===== config.mk =====
export PLATFORM = sky130hd
export DESIGN_NAME = audio_word_sequencer
export DESIGN_NICKNAME = d
export VERILOG_FILES = /design/src/rtl/audio_word_sequencer.sv
export SDC_FILE = /design/constraint.sdc
export NUM_CORES = 1
export LEC_CHECK = 0
export ABC_AREA = 1
export CORE_MARGIN = 4
export CORE_UTILIZATION = 40
export DETAILED_ROUTE_END_ITERATION = 10
export GPL_ROUTABILITY_DRIVEN = 0
export SKIP_LAST_GASP = 1
export SLEW_MARGIN = 10
export SYNTH_ARGS = -nofsm -noshare
export SYNTH_HDL_FRONTEND = slang
export SYNTH_SLANG_ARGS = --single-unit
export TNS_END_PERCENT = 30

===== constraint.sdc =====
create_clock -name clk_i -period 3.6 [get_ports clk_i]
set_clock_uncertainty 0.15 [all_clocks]
set_input_delay 0.54 -clock clk_i [delete_from_list [all_inputs] [get_ports clk_i]]
set_output_delay 0.54 -clock clk_i [all_outputs]
set_load 0.01 [all_outputs]

===== src/rtl/audio_word_sequencer.sv =====
// ---------------------------------------------------------------------------
// audio_word_sequencer
//
// Takes one DATA_W-bit word from the fetch controller and plays it out as a
// sequence of SAMPLE_W-bit slices, one slice per programmable sample period.
// Playback can run forward or backward through the slices and can skip every
// other slice. A one-cycle finish pulse tells the fetch controller that the
// next word may be supplied.
//
// Ports:
//   clk_i           system clock
//   reset_i         synchronous, active-high reset
//   start_i         request playback of data_i (honoured in IDLE or DONE)
//   data_i          word to play, slice k = data_i[k*SAMPLE_W +: SAMPLE_W]
//   period_i        clock cycles between samples (0 behaves as 1)
//   reverse_i       0: slices 0 upward, 1: slices NS-1 downward
//   stride2_i       0: every slice, 1: every other slice
//   audio_out_o     current sample, held between strobes
//   sample_strobe_o one-cycle pulse when audio_out_o takes a new value
//   sample_idx_o    slice index currently on audio_out_o
//   busy_o          high while a word is being played (LOAD, EMIT, WAIT)
//   finish_o        one-cycle pulse when the word is complete
// ---------------------------------------------------------------------------
module audio_word_sequencer #(
  parameter int DATA_W   = 32,
  parameter int SAMPLE_W = 8,
  parameter int DIV_W    = 16
) (
  input  logic                               clk_i,
  input  logic                               reset_i,
  input  logic                               start_i,
  input  logic [DATA_W-1:0]                  data_i,
  input  logic [DIV_W-1:0]                   period_i,
  input  logic                               reverse_i,
  input  logic                               stride2_i,
  output logic [SAMPLE_W-1:0]                audio_out_o,
  output logic                               sample_strobe_o,
  output logic [$clog2(DATA_W/SAMPLE_W)-1:0] sample_idx_o,
  output logic                               busy_o,
  output logic                               finish_o
);

  localparam int NS    = DATA_W / SAMPLE_W;
  localparam int IDX_W = $clog2(NS);
  localparam int CNT_W = IDX_W + 1;

  // The slice count must be a whole, even number of at least two so that the
  // every-other-slice mode always plays exactly NS/2 samples.
  if ((DATA_W % SAMPLE_W) != 0 || NS < 2 || (NS % 2) != 0) begin : g_param_check
    $error("audio_word_sequencer: DATA_W/SAMPLE_W must be an even integer >= 2");
  end

  typedef enum logic [2:0] {
    IDLE,
    LOAD,
    EMIT,
    WAIT,
    DONE
  } state_e;

  state_e              state_q, state_d;
  logic [DATA_W-1:0]   data_q;
  logic                reverse_q;
  logic                stride2_q;
  logic [DIV_W-1:0]    period_q;
  logic [DIV_W-1:0]    div_q;
  logic [IDX_W-1:0]    idx_q;
  logic [IDX_W-1:0]    sampleIdx_q;
  logic [CNT_W-1:0]    count_q;
  logic [SAMPLE_W-1:0] audioOut_q;

  logic                startAccept;
  logic                allEmitted;
  logic                waitDone;
  logic                emitNow;
  logic [CNT_W-1:0]    sampleTotal;
  logic [IDX_W-1:0]    idxStep;
  logic [IDX_W-1:0]    idxNext;
  logic [IDX_W-1:0]    firstIdx;
  logic [SAMPLE_W-1:0] curSlice;

  // Helper terms shared by the next-state logic and the datapath.
  // count_q already includes the sample shown in the current EMIT cycle, so
  // comparing it to the total tells whether the word has been fully played.
  // The WAIT counter starts at 0, so P-1 waiting cycles have elapsed when
  // div_q+1 reaches P-1.
  always_comb begin
    startAccept = start_i && (state_q == IDLE || state_q == DONE);
    sampleTotal = stride2_q ? CNT_W'(NS / 2) : CNT_W'(NS);
    allEmitted  = (count_q == sampleTotal);
    waitDone    = ((div_q + DIV_W'(1)) == (period_q - DIV_W'(1)));
    idxStep     = stride2_q ? IDX_W'(2) : IDX_W'(1);
    idxNext     = reverse_q ? (idx_q - idxStep) : (idx_q + idxStep);
    firstIdx    = reverse_i ? IDX_W'(NS - 1) : '0;
  end

  // Slice selector: picks the slice addressed by idx_q out of the latched word.
  always_comb begin
    curSlice = '0;
    for (int k = 0; k < NS; k++) begin
      if (idx_q == IDX_W'(k)) begin
        curSlice = data_q[k*SAMPLE_W +: SAMPLE_W];
      end
    end
  end

  // State register.
  always_ff @(posedge clk_i) begin
    if (reset_i) begin
      state_q <= IDLE;
    end else begin
      state_q <= state_d;
    end
  end

  // Next-state logic. With a one-cycle period EMIT chains straight into the
  // next EMIT; otherwise every sample is followed by a WAIT stretch.
  always_comb begin
    state_d = state_q;
    case (state_q)
      IDLE: begin
        if (start_i) begin
          state_d = LOAD;
        end
      end
      LOAD: begin
        state_d = EMIT;
      end
      EMIT: begin
        if (period_q > DIV_W'(1)) begin
          state_d = WAIT;
        end else if (allEmitted) begin
          state_d = DONE;
        end else begin
          state_d = EMIT;
        end
      end
      WAIT: begin
        if (waitDone) begin
          state_d = allEmitted ? DONE : EMIT;
        end
      end
      DONE: begin
        state_d = start_i ? LOAD : IDLE;
      end
      default: begin
        state_d = IDLE;
      end
    endcase
  end

  assign emitNow = (state_d == EMIT);

  // Datapath. Playback settings are captured on the same edge that accepts
  // start, so the LOAD cycle already holds a valid first index and the first
  // slice can be presented on the edge leaving LOAD. The output register is
  // updated on every edge into EMIT so audio_out and the strobe line up in
  // the same cycle. The index is not advanced past the final sample, so it
  // never wraps.
  always_ff @(posedge clk_i) begin
    if (reset_i) begin
      data_q      <= '0;
      reverse_q   <= 1'b0;
      stride2_q   <= 1'b0;
      period_q    <= DIV_W'(1);
      div_q       <= '0;
      idx_q       <= '0;
      sampleIdx_q <= '0;
      count_q     <= '0;
      audioOut_q  <= '0;
    end else begin
      if (startAccept) begin
        data_q    <= data_i;
        reverse_q <= reverse_i;
        stride2_q <= stride2_i;
        period_q  <= (period_i == '0) ? DIV_W'(1) : period_i;
        idx_q     <= firstIdx;
        count_q   <= '0;
      end
      if (emitNow) begin
        audioOut_q  <= curSlice;
        sampleIdx_q <= idx_q;
        count_q     <= count_q + CNT_W'(1);
        if ((count_q + CNT_W'(1)) != sampleTotal) begin
          idx_q <= idxNext;
        end
      end
      div_q <= (state_q == WAIT) ? (div_q + DIV_W'(1)) : '0;
    end
  end

  // Output decode.
  always_comb begin
    audio_out_o     = audioOut_q;
    sample_idx_o    = sampleIdx_q;
    sample_strobe_o = (state_q == EMIT);
    busy_o          = (state_q == LOAD) || (state_q == EMIT) || (state_q == WAIT);
    finish_o        = (state_q == DONE);
  end

endmodule


==> results.json, run 1 <==
{
  "status": "finished, final reports clean",
  "finalCritPeriodShare": 0.826,
  "firstDrtPassIters": 4,
  "path_cells": "inv_1 > ha_1 > nand2_2 > nor2_2 > xor2_1 > nor2_1 > nor2_1 > nand2_1 > nor2_2 > nand2_2 > a21oi_4 > nand2_4 > inv_6 > nand2_1 > nand2_1 > nor2_1",
  "worst_setup_path_start_kind": "register",
  "mostFrequentLayoutCell": "nand2_1",
  "yosys_warnings": 0,
  "postCtsHoldBufs": 0,
  "cp.arrival_ps": 3070,
  "cp_slowest_cell": "ha_1",
  "whs_ps": 326,
  "hold_viol": 0,
  "rsz0062_at_grt": "false",
  "antenna_found_initial": 0,
  "yosysUniqueCellTypes": 38,
  "powerDensity_nw_per_um2": 513,
  "grt_overflow": 0,
  "synth_seq_cells": 84,
  "syn_avg_cell_area_um2": 6.63,
  "drt_iter0_markers": 220,
  "cts_setup_buffers": 0,
  "cp_top_family": "simple AND/OR/NAND/NOR gates",
  "tritoncts": "done",
  "mostFrequentLayoutCells": "161 x nand2_1, 144 x nor2_1, 84 x dfxtp_1",
  "cpPeakStageDelay_ps": 370,
  "cts_inserted_buffers": 9,
  "p_leak_uw": 0.00240,
  "grt_pass1_vias": 4142,
  "antenna_cells_inserted": 0,
  "regArea_um2": 1680,
  "multi_input_area_um2": 2660,
  "layout_min_cycle_time_ps": 2980,
  "slew_viol_final": 0,
  "die_x_um": 116,
  "drt-total-wl_um": 12100,
  "post_cts.resized_instances": 0,
  "routedWlPerCell_um": 13.3,
  "antenna_left": 0,
  "num_vias": 4502,
  "ys_async_sr_fraction": 0,
  "slew_headroom": 0.510,
  "clock_path_buffers": 2,
  "cp.required_ps": 3690,
  "end_kind": "register",
  "fill_cells": 1167,
  "vdd_drop_max_uv": 212,
  "die_area_um2": 13400,
  "max_cap_viol_count": 0,
  "syn-instance-count": 703,
  "htreeDepth": 3,
  "syn_nets": 761,
  "setup_viol": 0,
  "cp_max_fo": 18,
  "grt_max_degree": 47,
  "drive_gt1_frac": 0.0993,
  "tightest_slew_ps": 729,
  "vias_per_cell": 4.96,
  "syn_area_um2": 4660,
  "cts-root-buf": "clkbuf_16",
  "track_usage": 0.186,
  "clock_latency_ps": 340,
  "finalSetupTns_ps": 0,
  "critical_path_buf_inv_count": 2,
  "synth-edff-count": 0,
  "area_growth_pct": 22.3,
  "drcViolationCount": 0,
  "clock-sinks": 84,
  "place_area_um2": 5420,
  "critPathKind": "register to register",
  "die_y_um": 116,
  "io_pins": 66,
  "hold_class": "register to register",
  "layout.nets": 818,
  "portBuffers": 65,
  "ys.flop_type": "dfxtp_1",
  "path_clk_slew_ps": 70,
  "initial_core_util": 0.408,
  "stdcell_area_um2": 5700,
  "core_um2": 11400,
  "dp_hpwl_um": 9230,
  "grt_pass1_wl_um": 19900,
  "yosysSeqAreaShare": 0.361,
  "num_rows": 39,
  "max_clock_freq_ghz": 0.336
}
## cell families after synthesis
logic type      after synthesis  share of synthesized area
fa+ha+maj                     5                     0.0134
mux                           2                    0.00430
compound gates               91                      0.111
buf+inv                      80                     0.0693
xor+xnor                     19                     0.0373
simple gates                422                      0.404
flops                        84                      0.361
## cell type report
cell class / instances / area share
clock buffers: 9 / 0.0395
clock inverters: 7 / 0.0101
inverters: 57 / 0.0384
multi-input cells: 539 / 0.466
flip-flops and latches: 84 / 0.295
well taps: 143 / 0.0314
repair buffers: 69 / 0.119
## flip-flops by register name (all words and copies together), names as in the netlist
name          flops
div_q            16
stride2_q         1
sample_idx_o      2
data_q           32
count_q           3
audio_out_o       8
idx_q             2
reverse_q         1
period_q         16
state_q           3
## worst register-to-register path, cell delays in order, from the launching register on
cell,delay [ps]
dfxtp_1,360
inv_1,150
ha_1,370
nand2_2,140
nor2_2,150
xor2_1,290
nor2_1,110
nor2_1,110
nand2_1,80
nor2_2,160
nand2_2,80
a21oi_4,230
nand2_4,140
inv_6,170
nand2_1,80
nand2_1,70
nor2_1,40
## cells in the mapped netlist (2+ instances only)
master,count,area share
clkbuf_1,20,0.016
nor4_1,4,0.0054
nor3_1,8,0.0086
nand3_2,3,0.0064
nor2_2,21,0.028
xor2_1,10,0.019
mux2i_1,2,0.0043
ha_1,5,0.013
inv_2,6,0.0048
nand2_1,162,0.13
a21oi_1,15,0.016
o21bai_1,2,0.0032
dfxtp_1,84,0.36
nand2_2,14,0.019
nand3_1,41,0.044
a211oi_1,13,0.021
nor3b_1,2,0.0032
nor2_4,3,0.0072
xnor2_1,8,0.015
o21ai_0,56,0.060
nand3_4,2,0.0075
nand4_1,15,0.020
nor2_1,144,0.12
inv_1,49,0.039
## per-layer routing
metal | up-vias | routed length (µm) | track usage
li1 | 2379 | - | -
met1 | 2017 | 6430 | 0.284
met2 | 90 | 4950 | 0.259
met3 | 16 | 544 | 0.0292
met4 | 0 | 196 | 0.0766
met5 | - | 0 | 0
## metrics by stage
step           setup WS, ps   util  cells  power, µW
2_1_floorplan          1080      -    703       1770
3_3_place_gp            772  0.475    892       2050
3_5_place_dp            676  0.475    892       2060
4_1_cts                 665  0.499    908       2950
5_1_grt                 387  0.499    908       3110
6_report                625  0.499    908       2920
## path summary, 6_finish.rpt
check,start,endpoint,slack (ps),cells past startpoint
setup / recovery,period_q[0]$_SDFFE_PP1P_,audio_out_o[0]$_SDFFE_PP0N_,620,16
hold / removal,reverse_q$_SDFFE_PP0P_,reverse_q$_SDFFE_PP0P_,330,2
hold reg to reg,reverse_q$_SDFFE_PP0P_,reverse_q$_SDFFE_PP0P_,330,2
setup reg to reg,period_q[0]$_SDFFE_PP1P_,audio_out_o[0]$_SDFFE_PP0N_,620,16
## where the power goes
group | internal, µW | leakage, µW | switching, µW
logic | 351 | 0.00158 | 528
clock network | 477 | 0.000134 | 401
registers | 1060 | 0.000690 | 112
No activity file was read; power rests on OpenSTA's default activity.
==> run 2, diff against run 1 <==
clock period = 2.6 ns   (was 3.6 ns; I/O delays follow)
==> run 2 against run 1 <==
Flip-flop and latch count unchanged. First-iteration DRC count decreased by 7.3%. Count of clock-buffer cells in the layout increased by 1. Power increased by 47%. Clock power increased by 48%. Critical path type unchanged. Largest power group unchanged.
==> results.json, run 2 (synthesized netlist as in run 1, its figures left out) <==
{
  "met1_usage": 0.289,
  "crit_path_start": "period_q[6]$_SDFFE_PP0P_",
  "cts-root-buf": "clkbuf_16",
  "cp.arrival_ps": 2610,
  "grtUsageMet3": 0.0277,
  "tightest_slew_ps": 607,
  "routedWlPerCell_um": 13.7,
  "dpl.cell_count": 907,
  "cp_common_cell": "nand2_1",
  "clock_path_buffers": 2,
  "layout.nets": 840,
  "grt_pass1_vias": 4212,
  "vdd_drop_max_uv": 418,
  "whs_ps": 318,
  "slew_headroom": 0.594,
  "path_clk_slew_ps": 70,
  "area_growth_pct": 31.0,
  "io_pins": 66,
  "grt_max_degree": 45,
  "antenna_found_initial": 0,
  "finalCritPeriodShare": 0.969,
  "grt_overflow": 0,
  "hp-start": "reverse_q$_SDFFE_PP0P_",
  "cts_inserted_buffers": 9,
  "cp_max_fo": 7,
  "die_x_um": 116,
  "postCtsHoldBufs": 0,
  "track_usage": 0.189,
  "rsz0062_at_grt": "true",
  "grt_pass1_wl_um": 20100,
  "drt-total-wl_um": 12700,
  "initial_core_util": 0.408,
  "drive_gt1_frac": 0.184,
  "max_cap_viol_count": 0,
  "largest_reg_flops": 32,
  "vias_per_cell": 4.98,
  "status": "finished, final reports clean",
  "mostFrequentLayoutCells": "153 x nand2_1, 133 x nor2_1, 68 x dfxtp_1",
  "final_cells": 930,
  "die_area_um2": 13400,
  "clock_latency_ps": 340,
  "cp.required_ps": 2690,
  "worst_setup_path_start_kind": "register",
  "powerDensity_nw_per_um2": 704,
  "num_vias": 4634,
  "reg_top3": "data_q: 32 flops, div_q: 16 flops, period_q: 16 flops",
  "cpPeakStageDelay_ps": 350,
  "num_rows": 39,
  "portBuffers": 65,
  "htreeDepth": 3,
  "mostFrequentLayoutCell": "nand2_1",
  "firstDrtPassIters": 7,
  "layout_min_cycle_time_ps": 2520,
  "dp_hpwl_um": 9380,
  "end_kind": "register",
  "grt_busiest_layer": "met1",
  "cp_slowest_cell": "dfxtp_2",
  "die_y_um": 116,
  "max_clock_freq_ghz": 0.397,
  "setup_viol": 0,
  "core_um2": 11400,
  "top_register": "data_q",
  "path_cells": "nor2_2 > nand2_1 > nor2_2 > nand2_2 > nor2_4 > xor2_2 > inv_1 > nand2_1 > nand2_2 > nor2_2 > nand2_2 > a21oi_4 > nand2_8 > inv_6 > nand2_1 > nand2_1 > nor2_1",
  "p_leak_uw": 0.00255,
  "hold_viol": 0,
  "hold_class": "register to register",
  "antenna_cells_inserted": 0,
  "drcViolationCount": 0,
  "grt_use_met2": 0.267,
  "slew_viol_final": 0,
  "drt_iter0_markers": 204,
  "timing.rr.start": "period_q[6]$_SDFFE_PP0P_",
  "antenna_left": 0,
  "critPathKind": "register to register",
  "tritoncts": "done",
  "clock-sinks": 84
}
run 2: routing by layer:
layer | vias up | routed length, µm
met2 | 105 | 5350
met5 | - | 0
met4 | 0 | 230
met1 | 2084 | 6650
li1 | 2428 | -
met3 | 17 | 497
run 2: cell type report:
class,count,area [µm²]
Tap cell,143,179
Timing Repair inverter,2,17.5
Fill cell,1149,5320
Sequential cell,84,1700
Clock buffer,10,229
Clock inverter,6,70.1
Inverter,57,229
Multi-Input combinational cell,541,2850
Timing Repair Buffer,87,827
run 2: metrics by stage:
step	total power (µW)	utilization	setup TNS [ps]	setup slack (ps)	cell area, µm²
after floorplan	2450	-	0	81.3	4660
after global placement	2870	0.484	0	63.2	5530
after detailed placement	2890	0.484	-549	-85.3	5530
after CTS	4210	0.512	0	18.5	5850
after global routing	4560	0.535	-694	-69.6	6100
final	4300	0.535	0	79.7	6100
run 2: where the power goes:
part / internal, µW / switching (µW)
clock network: 752 / 551
logic: 564 / 810
registers: 1470 / 153
total: 2780 / 1510
run 2: worst max-delay path, delay by kind of cell (launching register included):
family                 cells  cell delay, ps
buffers and inverters      2             160
XOR/XNOR                   1             210
AND/OR/NAND/NOR           13            1270
AO/OA/AOI/OAI              1             260
flip-flops                 1             350
run 2: worst paths after layout:
check,end,slack (ps),cells after the start
max,audio_out_o[5]$_SDFFE_PP0N_,80,17
min,reverse_q$_SDFFE_PP0P_,320,2
max reg2reg,audio_out_o[5]$_SDFFE_PP0N_,80,17
min reg2reg,reverse_q$_SDFFE_PP0P_,320,2
run 2: what timing repair did:
action / in CTS / in global routing
pin swaps: 0 / 16
cloned: 0 / 4
gates resized for setup: 4 / 62
endpoints found under the setup margin: 10 / 15
buffers inserted: 0 / 3
